<file path="config.mk">
export PLATFORM = sky130hd
export DESIGN_NAME = axi_lite_master
export DESIGN_NICKNAME = d
export VERILOG_FILES = /design/src/rtl/axi_lite_master.sv
export SDC_FILE = /design/constraint.sdc
export NUM_CORES = 1
export LEC_CHECK = 0
export BUFFER_PORTS_ARGS = -buffer_cell sky130_fd_sc_hd__buf_4
export CAP_MARGIN = 20
export CORE_UTILIZATION = 39
export DETAILED_ROUTE_END_ITERATION = 12
export GPL_TIMING_DRIVEN = 0
export PLACE_DENSITY = 0.76
export SETUP_SLACK_MARGIN = 0.05
export SLEW_MARGIN = 10
export SYNTH_ARGS = -nofsm -noshare
export SYNTH_HDL_FRONTEND = slang
export SYNTH_SLANG_ARGS = --single-unit
</file>
<file path="constraint.sdc">
create_clock -name axi_clk -period 1.3 [get_ports axi_clk]
set_input_delay 0 -clock axi_clk [delete_from_list [all_inputs] [get_ports axi_clk]]
set_output_delay 0 -clock axi_clk [all_outputs]
set_load 0.05 [all_outputs]
</file>
<file path="src/rtl/axi_lite_master.sv">
// rtl/axi_lite_master.sv - single-outstanding AXI4-Lite master bridging a command/response handshake (optional watchdog: AXI_LITE_MASTER_TIMEOUT_EN)
module axi_lite_master #(
    parameter int AXI_DATA_WIDTH = 32,
    parameter int AXI_ADDR_WIDTH = 4,
    parameter int TIMEOUT_CYCLES = 256
) (
    input  logic                          axi_clk,
    input  logic                          axi_s_rst,
    input  logic                          cmd_valid,
    output logic                          cmd_ready,
    input  logic                          cmd_we,
    input  logic [AXI_ADDR_WIDTH-1:0]     cmd_addr,
    input  logic [AXI_DATA_WIDTH-1:0]     cmd_wdata,
    input  logic [AXI_DATA_WIDTH/8-1:0]   cmd_wstrb,
    output logic                          rsp_valid,
    input  logic                          rsp_ready,
    output logic [AXI_DATA_WIDTH-1:0]     rsp_rdata,
    output logic [1:0]                    rsp_resp,
    output logic                          timeout_o,
    output logic [AXI_ADDR_WIDTH-1:0]     m_axi_awaddr,
    output logic [2:0]                    m_axi_awprot,
    output logic                          m_axi_awvalid,
    input  logic                          m_axi_awready,
    output logic [AXI_DATA_WIDTH-1:0]     m_axi_wdata,
    output logic [AXI_DATA_WIDTH/8-1:0]   m_axi_wstrb,
    output logic                          m_axi_wvalid,
    input  logic                          m_axi_wready,
    input  logic [1:0]                    m_axi_bresp,
    input  logic                          m_axi_bvalid,
    output logic                          m_axi_bready,
    output logic [AXI_ADDR_WIDTH-1:0]     m_axi_araddr,
    output logic [2:0]                    m_axi_arprot,
    output logic                          m_axi_arvalid,
    input  logic                          m_axi_arready,
    input  logic [AXI_DATA_WIDTH-1:0]     m_axi_rdata,
    input  logic [1:0]                    m_axi_rresp,
    input  logic                          m_axi_rvalid,
    output logic                          m_axi_rready
);

    typedef enum logic [2:0] {
        IDLE, WR_ADDR_DATA, WR_RESP, RD_ADDR, RD_DATA, RSP
    } state_t;

    state_t state, state_next;

    // AW and W complete independently; each pending flag keeps its valid up until its own handshake
    logic                        aw_pend, w_pend;
    logic [AXI_ADDR_WIDTH-1:0]   addr_q;
    logic [AXI_DATA_WIDTH-1:0]   wdata_q;
    logic [AXI_DATA_WIDTH/8-1:0] wstrb_q;

    assign m_axi_awaddr = addr_q;
    assign m_axi_araddr = addr_q;
    assign m_axi_wdata  = wdata_q;
    assign m_axi_wstrb  = wstrb_q;
    assign m_axi_awprot = 3'b000;
    assign m_axi_arprot = 3'b000;

    // State register
    always_ff @(posedge axi_clk) begin
        if (axi_s_rst) state <= IDLE;
        else           state <= state_next;
    end

    // Next-state and handshake outputs; cmd_ready is masked while reset is held
    always_comb begin
        state_next    = state;
        cmd_ready     = 1'b0;
        m_axi_awvalid = 1'b0;
        m_axi_wvalid  = 1'b0;
        m_axi_bready  = 1'b0;
        m_axi_arvalid = 1'b0;
        m_axi_rready  = 1'b0;
        rsp_valid     = 1'b0;
        case (state)
            IDLE: begin
                cmd_ready = !axi_s_rst;
                if (cmd_valid && !axi_s_rst)
                    state_next = cmd_we ? WR_ADDR_DATA : RD_ADDR;
            end
            WR_ADDR_DATA: begin
                m_axi_awvalid = aw_pend;
                m_axi_wvalid  = w_pend;
                if ((!aw_pend || m_axi_awready) && (!w_pend || m_axi_wready))
                    state_next = WR_RESP;
            end
            WR_RESP: begin
                m_axi_bready = 1'b1;
                if (m_axi_bvalid) state_next = RSP;
            end
            RD_ADDR: begin
                m_axi_arvalid = 1'b1;
                if (m_axi_arready) state_next = RD_DATA;
            end
            RD_DATA: begin
                m_axi_rready = 1'b1;
                if (m_axi_rvalid) state_next = RSP;
            end
            RSP: begin
                rsp_valid = 1'b1;
                if (rsp_ready) state_next = IDLE;
            end
            default: state_next = IDLE;
        endcase
    end

    // Command latch, write-channel pending flags and response capture
    always_ff @(posedge axi_clk) begin
        if (axi_s_rst) begin
            addr_q    <= '0;
            wdata_q   <= '0;
            wstrb_q   <= '0;
            aw_pend   <= 1'b0;
            w_pend    <= 1'b0;
            rsp_rdata <= '0;
            rsp_resp  <= 2'b00;
        end else begin
            if (state == IDLE && cmd_valid) begin
                addr_q  <= cmd_addr;
                wdata_q <= cmd_wdata;
                wstrb_q <= cmd_wstrb;
                aw_pend <= cmd_we;
                w_pend  <= cmd_we;
            end
            if (state == WR_ADDR_DATA) begin
                if (m_axi_awready) aw_pend <= 1'b0;
                if (m_axi_wready)  w_pend  <= 1'b0;
            end
            if (state == WR_RESP && m_axi_bvalid) begin
                rsp_rdata <= '0;
                rsp_resp  <= m_axi_bresp;
            end
            if (state == RD_DATA && m_axi_rvalid) begin
                rsp_rdata <= m_axi_rdata;
                rsp_resp  <= m_axi_rresp;
            end
        end
    end

`ifdef AXI_LITE_MASTER_TIMEOUT_EN
    localparam int CW = $clog2(TIMEOUT_CYCLES + 1);

    logic [CW-1:0] to_cnt;
    logic          to_flag;
    logic          active;

    assign active    = (state != IDLE) && (state != RSP);
    assign timeout_o = to_flag;

    // Per-state wait counter; restarts on every state change, flag is sticky and never affects the bus
    always_ff @(posedge axi_clk) begin
        if (axi_s_rst) begin
            to_cnt  <= '0;
            to_flag <= 1'b0;
        end else begin
            if (!active || state_next != state)
                to_cnt <= '0;
            else if (to_cnt != CW'(TIMEOUT_CYCLES))
                to_cnt <= to_cnt + 1'b1;
            if (active && to_cnt == CW'(TIMEOUT_CYCLES - 1))
                to_flag <= 1'b1;
        end
    end
`else
    assign timeout_o = 1'b0;
`endif

endmodule

</file>
# Word-level counts from Yosys, hierarchy flattened

Index checks and enable logic that the tools add are counted.

Eq/ne operators: 11
Reductions and logical operators: 13
Multiplexer cells: 25

Operators with widths:

| kind                 | count |
|---|---|
| $mux W32             | 2 |
| $mux W3              | 6 |
| $pmux W3 S6          | 1 |
| $mux W1              | 13 |
| $ne A2 B2 Y1 const B | 6 |
| $eq A3 B2 Y1 const B | 2 |
| $eq A3 B3 Y1 const B | 2 |
| $mux W2              | 3 |
| $reduce_and A6 Y1    | 1 |
| $logic_and A1 B1 Y1  | 5 |
| $eq A3 B1 Y1 const B | 1 |
| $logic_not A1 Y1     | 3 |
| $logic_not A3 Y1     | 1 |
| $logic_or A1 B1 Y1   | 2 |
| $reduce_bool A2 Y1   | 1 |

Output and inout port bits: 92
Input port bits: 86
Flip-flop bits (word level): 79
Word-level logic and storage cells: 57

# Logic depth before layout (Yosys ltp)

Gate-level depths: netlist of run 1.

Depth in word-level cells: 5
Mapped depth: 6
Depth with buffers taken out: 4

# Worst setup path after synthesis of run 1

Ideal clock, no wire load.

Path kind: flip-flop to flip-flop
Start point: register state[1]
End point: register state[0]
Library setup time: 72 ps
Arrival: 2,255 ps
Path slack: -1,027 ps
Buffers on the path: 1
Clock period less this slack: 2,327 ps
Cell stages (with the launch flop): 6
Path through: dfxtp_1 -> buf_4 -> nor3b_1 -> nor2b_1 -> a221o_1 -> mux2i_1

Word-level cells in the longest chain between the ends: 3
Elaborated cells between the ends (all ways): 14
Those cells by class: eq/ne (11); mux (1); reduce/logical (2)

Ends and longest elaborated chain:

| element                                    | RTL line | text |
|---|---|---|
| start, declared                            | 45       | `state_t state, state_next;` |
| start signal, assigned                     | 63       | `else state <= state_next;` |
| $eq A3 B1 Y1, or another cell as far along | 76       | `case (state)` |
| $ne A2 B2 Y1 (no line)                     | -        |  |
| $reduce_and A6 Y1 (no line)                | -        |  |

Several ways; a longest one is shown, not always the timed one.
A chain may end at the register's enable or synchronous reset.

# Worst setup path in the final report of run 1

Start point: register state[0]
End point: register wdata_q[3] (netlist: m_axi_wdata[3])

Word-level cells in the longest chain between the ends: 2

Ends and longest elaborated chain:

| element              | RTL line | text |
|---|---|---|
| $logic_not A3 Y1     | 119      | `if (state == IDLE && cmd_valid) begin` |
| $logic_and A1 B1 Y1  | 119      |  |
| end signal, assigned | 121      | `wdata_q <= cmd_wdata;` |
| end, declared        | 50       | `logic [AXI_DATA_WIDTH-1:0] wdata_q;` |

No other way between the ends.

==> run metrics, run 1 <==
run status complete, but fails checks; violations in the final reports setup timing; data arrival time of the worst path 1.75 ns; cell count of the worst hold path 3; number of antenna repair diodes 0; fin. max-slew vios 0; DR WL/cell 16.0 um; Post-synth ARST share 0%; largest fanout on the critical path 8; length of routed wiring on met1 4910 um; effective utilization at floorplan 40.0%; sequential cell area fraction in the yosys report 51.4%; number of enable-type register cells in the synthesized netlist 0; Worst path max stage delay 0.50 ns; worst slew margin relative to its limit 55.8%; routed wl met3 749 um; Final Cell Area 6470 um2; Hold Path Class input pin to register; number of nets in the layout 731; drt first pass iters 5; Yosys warning total 0; share of the clock period used by the worst path after layout 119%; maximum clock insertion buffer count 2; Cell Rows 32; insertion delay to the later sink of the worst-skew pair 0.34 ns; Total Die Area 8250 um2; number of antenna violations at the first check in global routing 0; Post-Synthesis Cells 355; nature of the critical path endpoint register; first-pass GRT wire length 16,700 um; Unique masters post-synth 33; drt total wl 12,000 um; FF-to-FF path depth 6; ratio of total power to cell area 1260 nW/um2; DP HPWL 6330 um; Clock Skew 0.00405 ns; met2 wire length 6140 um; Worst setup SP type register; Tot GR Track Use 25.1%; top_reg_cell synth sky130_fd_sc_hd__dfxtp_1; maximum number of pins on one net before global-route repair 14; number of sinks driven by the clock tree 79; Die Ht 90.8 um; number of global-route vias before repair 3,543; hold violation total from the final report 0; Core Region 7690 um2; library cell contributing the largest single delay on the critical path sky130_fd_sc_hd__or4b_4; number of nets still failing antenna checks after routing 0; Inserted Clock Buffers 9; Yosys reg bits 79; H-tree depth reported by CTS 3; weighted congestion reported at the end of routability-driven placement 0.759; number of max-capacitance violations reported 0; total congestion overflow after global routing 0; iteration-0 DRC count of the detailed router 81; crit path time final 1.54 ns; vias after detailed routing 3,646; worst endpoint required time 1.50 ns; standard cell area after detailed placement 4810 um2; TritonCTS clock tree yes; slew of the pin with the lowest slew margin 0.663 ns; I/O Pins 178; Clock Pin Slew Worst Setup and Hold Paths 0.08 ns; Die Wd 90.8 um; Leak Pwr 2.83 nW; fmax 647 MHz; fraction of layout instances using a drive strength above 1 55.0%; synthesized area divided by synthesized cell count 8.67 um2; final hold slack 0.0294 ns; Port Buf Inserts 169; area overhead of the layout relative to synthesis 110%; unrepaired setup endpoints after global routing yes; DRC viols 0; peak supply drop 810 uV; class of the most critical setup path register to register; uppermost metal layer occupied by signal nets met4; cell area after synthesis 3080 um2; number of failing setup endpoints in the final timing report 84; average vias per placed instance 4.85; final worst setup slack -0.245 ns; series of cell instances along the critical path buf_6 > or4b_4 > buf_12 > clkbuf_16 > nand2_2 > a21oi_1; root buffer cell sky130_fd_sc_hd__clkbuf_8
-- flip-flops by register name (all words and copies together) (netlist names) --
| signal | count |
|---|---|
| rsp_rdata | 32 |
| rsp_resp | 2 |
| state | 3 |
| w_pend | 1 |
| m_axi_wdata | 32 |
| aw_pend | 1 |
| m_axi_araddr | 4 |
| m_axi_wstrb | 4 |
-- metal layers --
metal  GRT usage [%]  vias up
met5               0        -
met4            7.28        0
met3            5.47       20
met2            44.2      158
met1            30.5     1706
li1                -     1762
-- final cells by class --
class                   instances  area [um2]
plain buffers                  39         399
clock inverters                 6         110
flip-flops and latches         79        1590
inverters                       3        15.0
fillers                       383        1220
well taps                     102         128
clock buffers                   9         124
repair buffers                273        2400
multi-input cells             240        1700
-- repair_timing --
item                                    CTS  global route
pin swaps                                11            14
hold endpoints to repair                 76             0
setup buffers                            13             5
cloned                                    1             6
gates resized for setup                  41            49
hold buffers                             79             0
endpoints found under the setup margin   85            86
-- worst max-delay path, delay by kind of cell, from the launching register on --
family	cells	cell delay, ns
flops	1	0.32
buf+inv	3	0.46
compound gates	1	0.06
simple gates	2	0.57
-- synthesized netlist by cell type, types with 2 or more instances --
| cell type | instances | share of area, % |
|---|---|---|
| sky130_fd_sc_hd__buf_8 | 4 | 2.0 |
| sky130_fd_sc_hd__nor3_1 | 6 | 0.98 |
| sky130_fd_sc_hd__buf_2 | 11 | 1.8 |
| sky130_fd_sc_hd__inv_1 | 3 | 0.37 |
| sky130_fd_sc_hd__nand2_1 | 84 | 10 |
| sky130_fd_sc_hd__o22ai_1 | 2 | 0.41 |
| sky130_fd_sc_hd__a211oi_1 | 2 | 0.49 |
| sky130_fd_sc_hd__dfxtp_1 | 79 | 51 |
| sky130_fd_sc_hd__o21ai_0 | 2 | 0.33 |
| sky130_fd_sc_hd__and2_1 | 2 | 0.41 |
| sky130_fd_sc_hd__a22oi_1 | 32 | 7.8 |
| sky130_fd_sc_hd__mux2i_1 | 3 | 0.98 |
| sky130_fd_sc_hd__nor2b_1 | 4 | 0.81 |
| sky130_fd_sc_hd__buf_4 | 12 | 2.9 |
| sky130_fd_sc_hd__nor2_1 | 38 | 4.6 |
| sky130_fd_sc_hd__a21oi_1 | 41 | 6.7 |
| sky130_fd_sc_hd__buf_6 | 3 | 1.1 |
| sky130_fd_sc_hd__a221oi_1 | 2 | 0.57 |
| sky130_fd_sc_hd__nand2b_1 | 3 | 0.61 |
| sky130_fd_sc_hd__clkbuf_1 | 9 | 1.1 |
-- report_power, final --
part	internal, mW	switching [mW]
clock network	1.26	0.900
logic	1.47	1.77
registers	2.61	0.154
total	5.35	2.82
-- worst paths after layout --
path                                        end             from  slack (ns)
worst max-delay path             m_axi_wdata[3]         state[0]       -0.24
worst min-delay path                   state[2]        rsp_ready        0.03
worst max register to register   m_axi_wdata[3]         state[0]       -0.24
worst min register to register  m_axi_wdata[26]  m_axi_wdata[26]        0.46
-- metrics by stage --
step           std cells  power [mW]  worst slack, ns  TNS [ns]  utilization [%]
2_1_floorplan        361        4.44           -0.268     -5.24                -
3_3_place_gp         632        5.10           -0.222    -10.37             62.6
3_5_place_dp         632        5.14           -0.262    -12.17             62.6
4_1_cts              740        7.73           -0.180    -10.26             79.6
5_1_grt              751        8.47           -0.283    -19.25             84.2
6_report             751        8.17           -0.245    -14.71             84.2
-- placed cells by master, fill, tap and decap left out, types with 2 or more instances in the layout --
master | synthesis | layout
sky130_fd_sc_hd__dlygate4sd3_1 | 0 | 79
sky130_fd_sc_hd__nor2_4 | 0 | 3
sky130_fd_sc_hd__a21oi_1 | 41 | 28
sky130_fd_sc_hd__nand2_4 | 0 | 6
sky130_fd_sc_hd__nand2_1 | 84 | 39
sky130_fd_sc_hd__clkbuf_16 | 0 | 5
sky130_fd_sc_hd__mux2i_1 | 3 | 3
sky130_fd_sc_hd__bufinv_16 | 0 | 3
sky130_fd_sc_hd__and2_4 | 0 | 2
sky130_fd_sc_hd__buf_12 | 0 | 6
sky130_fd_sc_hd__a22oi_2 | 0 | 32
sky130_fd_sc_hd__clkinvlp_4 | 0 | 3
sky130_fd_sc_hd__inv_1 | 3 | 2
sky130_fd_sc_hd__conb_1 | 1 | 7
sky130_fd_sc_hd__nor2_1 | 38 | 35
sky130_fd_sc_hd__clkbuf_1 | 9 | 8
sky130_fd_sc_hd__buf_6 | 3 | 12
sky130_fd_sc_hd__nor2b_1 | 4 | 2
sky130_fd_sc_hd__a221oi_2 | 0 | 2
sky130_fd_sc_hd__dfxtp_1 | 79 | 76
sky130_fd_sc_hd__clkbuf_8 | 0 | 9
sky130_fd_sc_hd__buf_4 | 12 | 190
sky130_fd_sc_hd__o21ai_0 | 2 | 2
sky130_fd_sc_hd__nor3_1 | 6 | 5
sky130_fd_sc_hd__nand2b_1 | 3 | 2
sky130_fd_sc_hd__a21oi_2 | 0 | 13
sky130_fd_sc_hd__nand2_2 | 0 | 39
sky130_fd_sc_hd__buf_8 | 4 | 9
sky130_fd_sc_hd__dfxtp_2 | 0 | 2
-- cells by family after synthesis --
kind of cell | Yosys count | synth area share [%]
compound gates | 84 | 17.2
flops | 79 | 51.4
buf+inv | 42 | 9.23
mux | 3 | 0.976
simple gates | 146 | 21.1
other cells | 1 | 0.122
No activity file was read; power rests on OpenSTA's default activity.
==> run 2: changes to the inputs <==
- CORE_UTILIZATION: 39 -> 40
- PLACE_DENSITY: 0.76 -> 0.75
- clock period: 1.3 -> 2 ns (I/O delays scaled with it)
==> run 2 against run 1 <==
The run now ends clean; clock power fell by 41%; via count fell by 4.6%; critical path depth did not move; combinational power fell by 52%; sequential share of layout area rose by 4.1 points; cell count fell by 3.6%; sequential power fell by 36%; critical endpoint is now rsp_resp[0]; highest routed layer unchanged.
==> run metrics, run 2 (synthesized netlist as in run 1, its figures left out) <==
effective utilization at floorplan 42.0%; DR WL/cell 14.1 um; Worst setup SP type register; insertion delay to the later sink of the worst-skew pair 0.34 ns; unrepaired setup endpoints after global routing no; Die Ht 89.7 um; Tot GR Track Use 25.2%; drt first pass iters 5; commonest cells after routing, fill and taps aside sky130_fd_sc_hd__buf_4 (181), sky130_fd_sc_hd__nand2_1 (84), sky130_fd_sc_hd__dlygate4sd3_1 (79); maximum clock insertion buffer count 2; worst endpoint required time 2.22 ns; data arrival time of the worst path 2.09 ns; crit path time final 1.87 ns; hold path endpoint state[2]; setup slack, reg-to-reg 0.13 ns; Final Cell Area 5520 um2; I/O Pins 178; Clock Skew 0.00846 ns; number of filler instances in the final layout 503; average vias per placed instance 4.80; leading cell type in the layout, fill and taps excluded sky130_fd_sc_hd__buf_4; final core utilization 75.3%; DRC viols 0; end of the worst register-to-register path rsp_resp[0]; fmax 536 MHz; Crit Reg-Reg Startpoint state[2]; number of antenna violations at the first check in global routing 0; Inserted Clock Buffers 9; vias after detailed routing 3,478; number of failing setup endpoints in the final timing report 0; Clk network pwr share 27.7%; slew of the pin with the lowest slew margin 0.515 ns; standard cell area after detailed placement 4500 um2; number of sinks driven by the clock tree 79; fraction of layout instances using a drive strength above 1 35.8%; Total Die Area 8050 um2; maximum number of pins on one net before global-route repair 13; hold violation total from the final report 0; Die Wd 89.7 um; drt total wl 10,200 um; area used by sequential logic in the layout 1580 um2; peak supply drop 490 uV; area overhead of the layout relative to synthesis 79.3%; ratio of total power to cell area 836 nW/um2; root buffer cell sky130_fd_sc_hd__clkbuf_8; DP HPWL 6300 um; portion of total power attributed to sequential cells 38.3%; weighted congestion reported at the end of routability-driven placement 0.781; TNS Setup 0 ns; number of antenna repair diodes 0; switching fraction of total power 33.9%; total congestion overflow after global routing 0; TritonCTS clock tree yes; FF-to-FF path depth 6; number of global-route vias before repair 3,390; cell count of the worst hold path 3; sw power 1.56 mW; area of the multi-input gates 1250 um2; number of nets still failing antenna checks after routing 0; class of the most critical setup path register to register; Core Region 7330 um2; Clock Pin Slew Worst Setup and Hold Paths 0.08 ns; Leak Pwr 2.52 nW; H-tree depth reported by CTS 3; run status finished, final reports clean; Cell Rows 31; number of max-capacitance violations reported 0; Power Internal 3.05 mW; first-pass GRT wire length 16,400 um; hold wc startpoint rsp_ready; Port Buf Inserts 169; number of nets in the layout 707; largest fanout on the critical path 10; Hold Path Class input pin to register; nature of the critical path endpoint register; fin. max-slew vios 0; fraction of power consumed by combinational cells 34.0%; iteration-0 DRC count of the detailed router 111; worst slew margin relative to its limit 65.4%; share of the clock period used by the worst path after layout 93.4%
-- run 2: power by group through the flow --
| stage | Clock (mW) | Sequential, mW | Combinational (mW) |
|---|---|---|---|
| 2_1_floorplan | 0 | 2.16 | 0.600 |
| 3_3_place_gp | 0 | 1.79 | 1.40 |
| 3_5_place_dp | 0 | 1.80 | 1.41 |
| 4_1_cts | 1.30 | 1.76 | 1.55 |
| 5_1_grt | 1.37 | 1.78 | 1.66 |
| 6_report | 1.28 | 1.77 | 1.57 |
-- run 2: repair_timing --
item,4_1_cts,5_1_grt
hold endpoints to repair,76,0
resized for setup,0,2
endpoints found under the setup margin,0,3
hold buffers,80,0
setup buffers,0,1
-- run 2: stage by stage --
stage | hold WS (ns) | total power, mW | std cells | worst slack [ns]
final | 0.0238 | 4.61 | 724 | 0.133
after global routing | 0.0259 | 4.81 | 724 | 0.0594
after CTS | 0.0138 | 4.60 | 724 | 0.0654
after detailed placement | 0.223 | 3.21 | 629 | 0.493
after global placement | 0.208 | 3.19 | 629 | 0.522
after floorplan | 0.111 | 2.76 | 361 | 0.207
-- run 2: worst max-delay path, stage by stage, from the launching register on --
cell	delay (ns)
sky130_fd_sc_hd__dfxtp_1	0.34
sky130_fd_sc_hd__buf_6	0.16
sky130_fd_sc_hd__and4bb_2	0.33
sky130_fd_sc_hd__nor2b_1	0.06
sky130_fd_sc_hd__a211oi_1	0.21
sky130_fd_sc_hd__nor3_1	0.08
sky130_fd_sc_hd__dlygate4sd3_1	0.57
-- run 2: how the worst max path moves through the flow --
stage / start / endpoint / slack [ns] / cells after the start
3_5_place_dp: state[0] / state[1] / 0.49 / 5
2_1_floorplan: state[1] / state[0] / 0.21 / 5
6_report: state[2] / rsp_resp[0] / 0.13 / 6
5_1_grt: state[2] / rsp_resp[1] / 0.06 / 6
3_3_place_gp: state[0] / state[1] / 0.52 / 5
4_1_cts: state[0] / w_pend / 0.07 / 6
-- run 2: per-layer routing --
metal	vias to the layer above	share of wire, %	GRT usage [%]
met5	-	0	0
met2	161	50	44.9
li1	1705	-	-
met3	24	7.2	6.09
met4	0	2.6	10.8
met1	1588	41	28.7
-- run 2: cell type report --
| type | count | share of cell area (%) |
|---|---|---|
| plain buffers | 39 | 5.01 |
| clock buffers | 11 | 2.56 |
| clock inverters | 4 | 1.27 |
| inverters | 3 | 0.204 |
| multi-input cells | 240 | 22.6 |
| flip-flops and latches | 79 | 28.7 |
| well taps | 99 | 2.24 |
| repair buffers | 249 | 37.5 |
==> run 3: changes to the inputs <==
- ABC_AREA: not set -> 1
- PLACE_DENSITY: 0.75 -> 0.74
==> run 3 against run 2 <==
Synthesized area rose by 6.5%; power grew 31%; flip-flop and latch count is the same; clock-buffer cell count decreased by 1; wire length is 2.0% lower; register-to-register slack improved by 0.07 ns; critical path type unchanged.
==> run metrics, run 3 <==
run status finished, final reports clean; Crit Reg-Reg Startpoint state[0]; Yosys warning total 0; Hold Path Class input pin to register; largest fanout on the critical path 10; average vias per placed instance 4.59; Clock Skew 0.0105 ns; vias after detailed routing 3,599; Yosys reg bits 79; H-tree depth reported by CTS 3; DR WL/cell 12.8 um; final worst setup slack 0.203 ns; root buffer cell sky130_fd_sc_hd__clkbuf_8; Inserted Clock Buffers 9; met2 wire length 4980 um; most common cell in the synthesized netlist sky130_fd_sc_hd__nand2_1; Resized Gates After CTS 0; peak supply drop 424 uV; drt total wl 10,000 um; Port Buf Inserts 170; iteration-0 DRC count of the detailed router 71; TNS Setup 0 ns; cell area after synthesis 3280 um2; Worst setup SP type register; first-pass GRT wire length 16,000 um; Clock Pin Slew Worst Setup and Hold Paths 0.08 ns; number of antenna violations at the first check in global routing 0; weighted congestion reported at the end of routability-driven placement 0.812; FF-to-FF path depth 6; share of the clock period used by the worst path after layout 89.8%; fmax 557 MHz; Post-synth ARST share 0%; cell count of the worst hold path 5; commonest cells after routing, fill and taps aside sky130_fd_sc_hd__buf_4 (181), sky130_fd_sc_hd__nand2_1 (149), sky130_fd_sc_hd__dfxtp_1 (79); routed wl met3 736 um; hold wc startpoint m_axi_rresp[1]; top_reg_cell synth sky130_fd_sc_hd__dfxtp_1; fraction of layout instances using a drive strength above 1 41.1%; Leak Pwr 2.51 nW; post-CTS repair timing setup buffer count 0; setup slack, reg-to-reg 0.20 ns; Core Region 7810 um2; number of enable-type register cells in the synthesized netlist 0; Tot GR Track Use 23.5%; fin. max-slew vios 0; end of the worst register-to-register path w_pend; hold violation total from the final report 0; number of failing setup endpoints in the final timing report 0; fin cells 784; maximum clock insertion buffer count 2; worst slew margin relative to its limit 53.3%; count of hold buffers inserted by post-cts repair 75; hold path endpoint rsp_resp[1]; Total Die Area 8560 um2; DRC viols 0; Unique masters post-synth 22; number of global-route vias before repair 3,521; data arrival time of the worst path 2.02 ns; TritonCTS clock tree yes; I/O Pins 178; standard cell area after detailed placement 4710 um2; sequential cell area fraction in the yosys report 48.2%; total congestion overflow after global routing 0; post-synth top area share 48.2%; pre-CTS setup slack 0.464 ns; drt first pass iters 4; Synth area leaders sky130_fd_sc_hd__dfxtp_1 (48%), sky130_fd_sc_hd__nand2_1 (17%), sky130_fd_sc_hd__a21oi_2 (8.0%); Cell Rows 32; library cell with the largest summed area after synthesis sky130_fd_sc_hd__dfxtp_1; number of antenna repair diodes 0; ratio of total power to cell area 1080 nW/um2; length of routed wiring on met1 4180 um; worst endpoint required time 2.22 ns; slew of the pin with the lowest slew margin 0.701 ns; crit path time final 1.80 ns; DP HPWL 6550 um; Post-synth top cells sky130_fd_sc_hd__nand2_1 (149), sky130_fd_sc_hd__dfxtp_1 (79), sky130_fd_sc_hd__a21oi_1 (48), sky130_fd_sc_hd__nand2_2 (32), sky130_fd_sc_hd__a21oi_2 (30); Final Cell Area 5620 um2; Post-Synthesis Cells 415; uppermost metal layer occupied by signal nets met4; number of sinks driven by the clock tree 79; Die Ht 92.5 um; final core utilization 72.0%; insertion delay to the later sink of the worst-skew pair 0.34 ns; placed cells 693; maximum number of pins on one net before global-route repair 14; nature of the critical path endpoint register; final hold slack 0.0117 ns; final total power 6.06 mW; unrepaired setup endpoints after global routing no; effective utilization at floorplan 42.0%; number of nets still failing antenna checks after routing 0; number of max-capacitance violations reported 0; area overhead of the layout relative to synthesis 71.5%; number of nets in the layout 763; Die Wd 92.5 um; leading cell type in the layout, fill and taps excluded sky130_fd_sc_hd__buf_4; synthesized area divided by synthesized cell count 7.90 um2; class of the most critical setup path register to register
## run 3: changes by cell type after synthesis, sizes merged, moves of 7 or more
cell   before  now
nand2      84  182
inv         3   18
a21oi      41   78
a22oi      32    0
buf        30   23
nor2       39   14
## run 3: worst max-delay path, cell delays in order (launching register included)
cell and delay, ns:
sky130_fd_sc_hd__dfxtp_1 0.38, sky130_fd_sc_hd__nor2_2 0.20, sky130_fd_sc_hd__nand3_2 0.19, sky130_fd_sc_hd__buf_2 0.24, sky130_fd_sc_hd__nand2_1 0.07, sky130_fd_sc_hd__a21oi_1 0.06
sky130_fd_sc_hd__dlygate4sd3_1 0.55
## run 3: cells by family (layout without fill, tap and decap cells)
| group | after synthesis | count (layout) | synth area share, % |
|---|---|---|---|
| flip-flops | 79 | 79 | 48.2 |
| AO/OA/AOI/OAI | 81 | 81 | 15.8 |
| AND/OR/NAND/NOR | 203 | 203 | 26.8 |
| buffers and inverters | 51 | 312 | 9.08 |
| other | 1 | 7 | 0.114 |
## run 3: layout make-up
| cell class | count | area, um2 |
|---|---|---|
| clock inverter | 6 | 37.5 |
| inverter | 18 | 72.6 |
| buffer | 33 | 225 |
| multi-input combinational | 291 | 1420 |
| tap | 102 | 128 |
| timing repair buffer | 245 | 2030 |
| sequential | 79 | 1580 |
| fill | 551 | 2180 |
| clock buffer | 10 | 128 |
## run 3: per-layer routing
| metal | vias to the layer above | track usage (%) |
|---|---|---|
| li1 | 1812 | - |
| met4 | 0 | 6.90 |
| met5 | - | 0 |
| met3 | 11 | 6.40 |
| met2 | 141 | 42.6 |
| met1 | 1635 | 26.9 |
## run 3: where the power goes
part           switching (mW)  leakage (nW)  total, mW  internal [mW]
clock network           0.581        0.0781       1.03          0.444
registers               0.201         0.643       2.05           1.85
logic                    1.97          1.79       2.98           1.01
total                    2.75          2.51       6.06           3.31
## run 3: worst max-delay path by stage
stage	slack, ns	depth (start not counted)	from	endpoint
6_report	0.20	6	state[0]	w_pend
5_1_grt	0.08	6	state[2]	w_pend
4_1_cts	0.19	6	state[0]	w_pend
3_5_place_dp	0.46	9	state[0]	rsp_rdata[12]
3_3_place_gp	0.50	9	state[0]	rsp_rdata[23]
2_1_floorplan	0.27	9	state[1]	state[2]
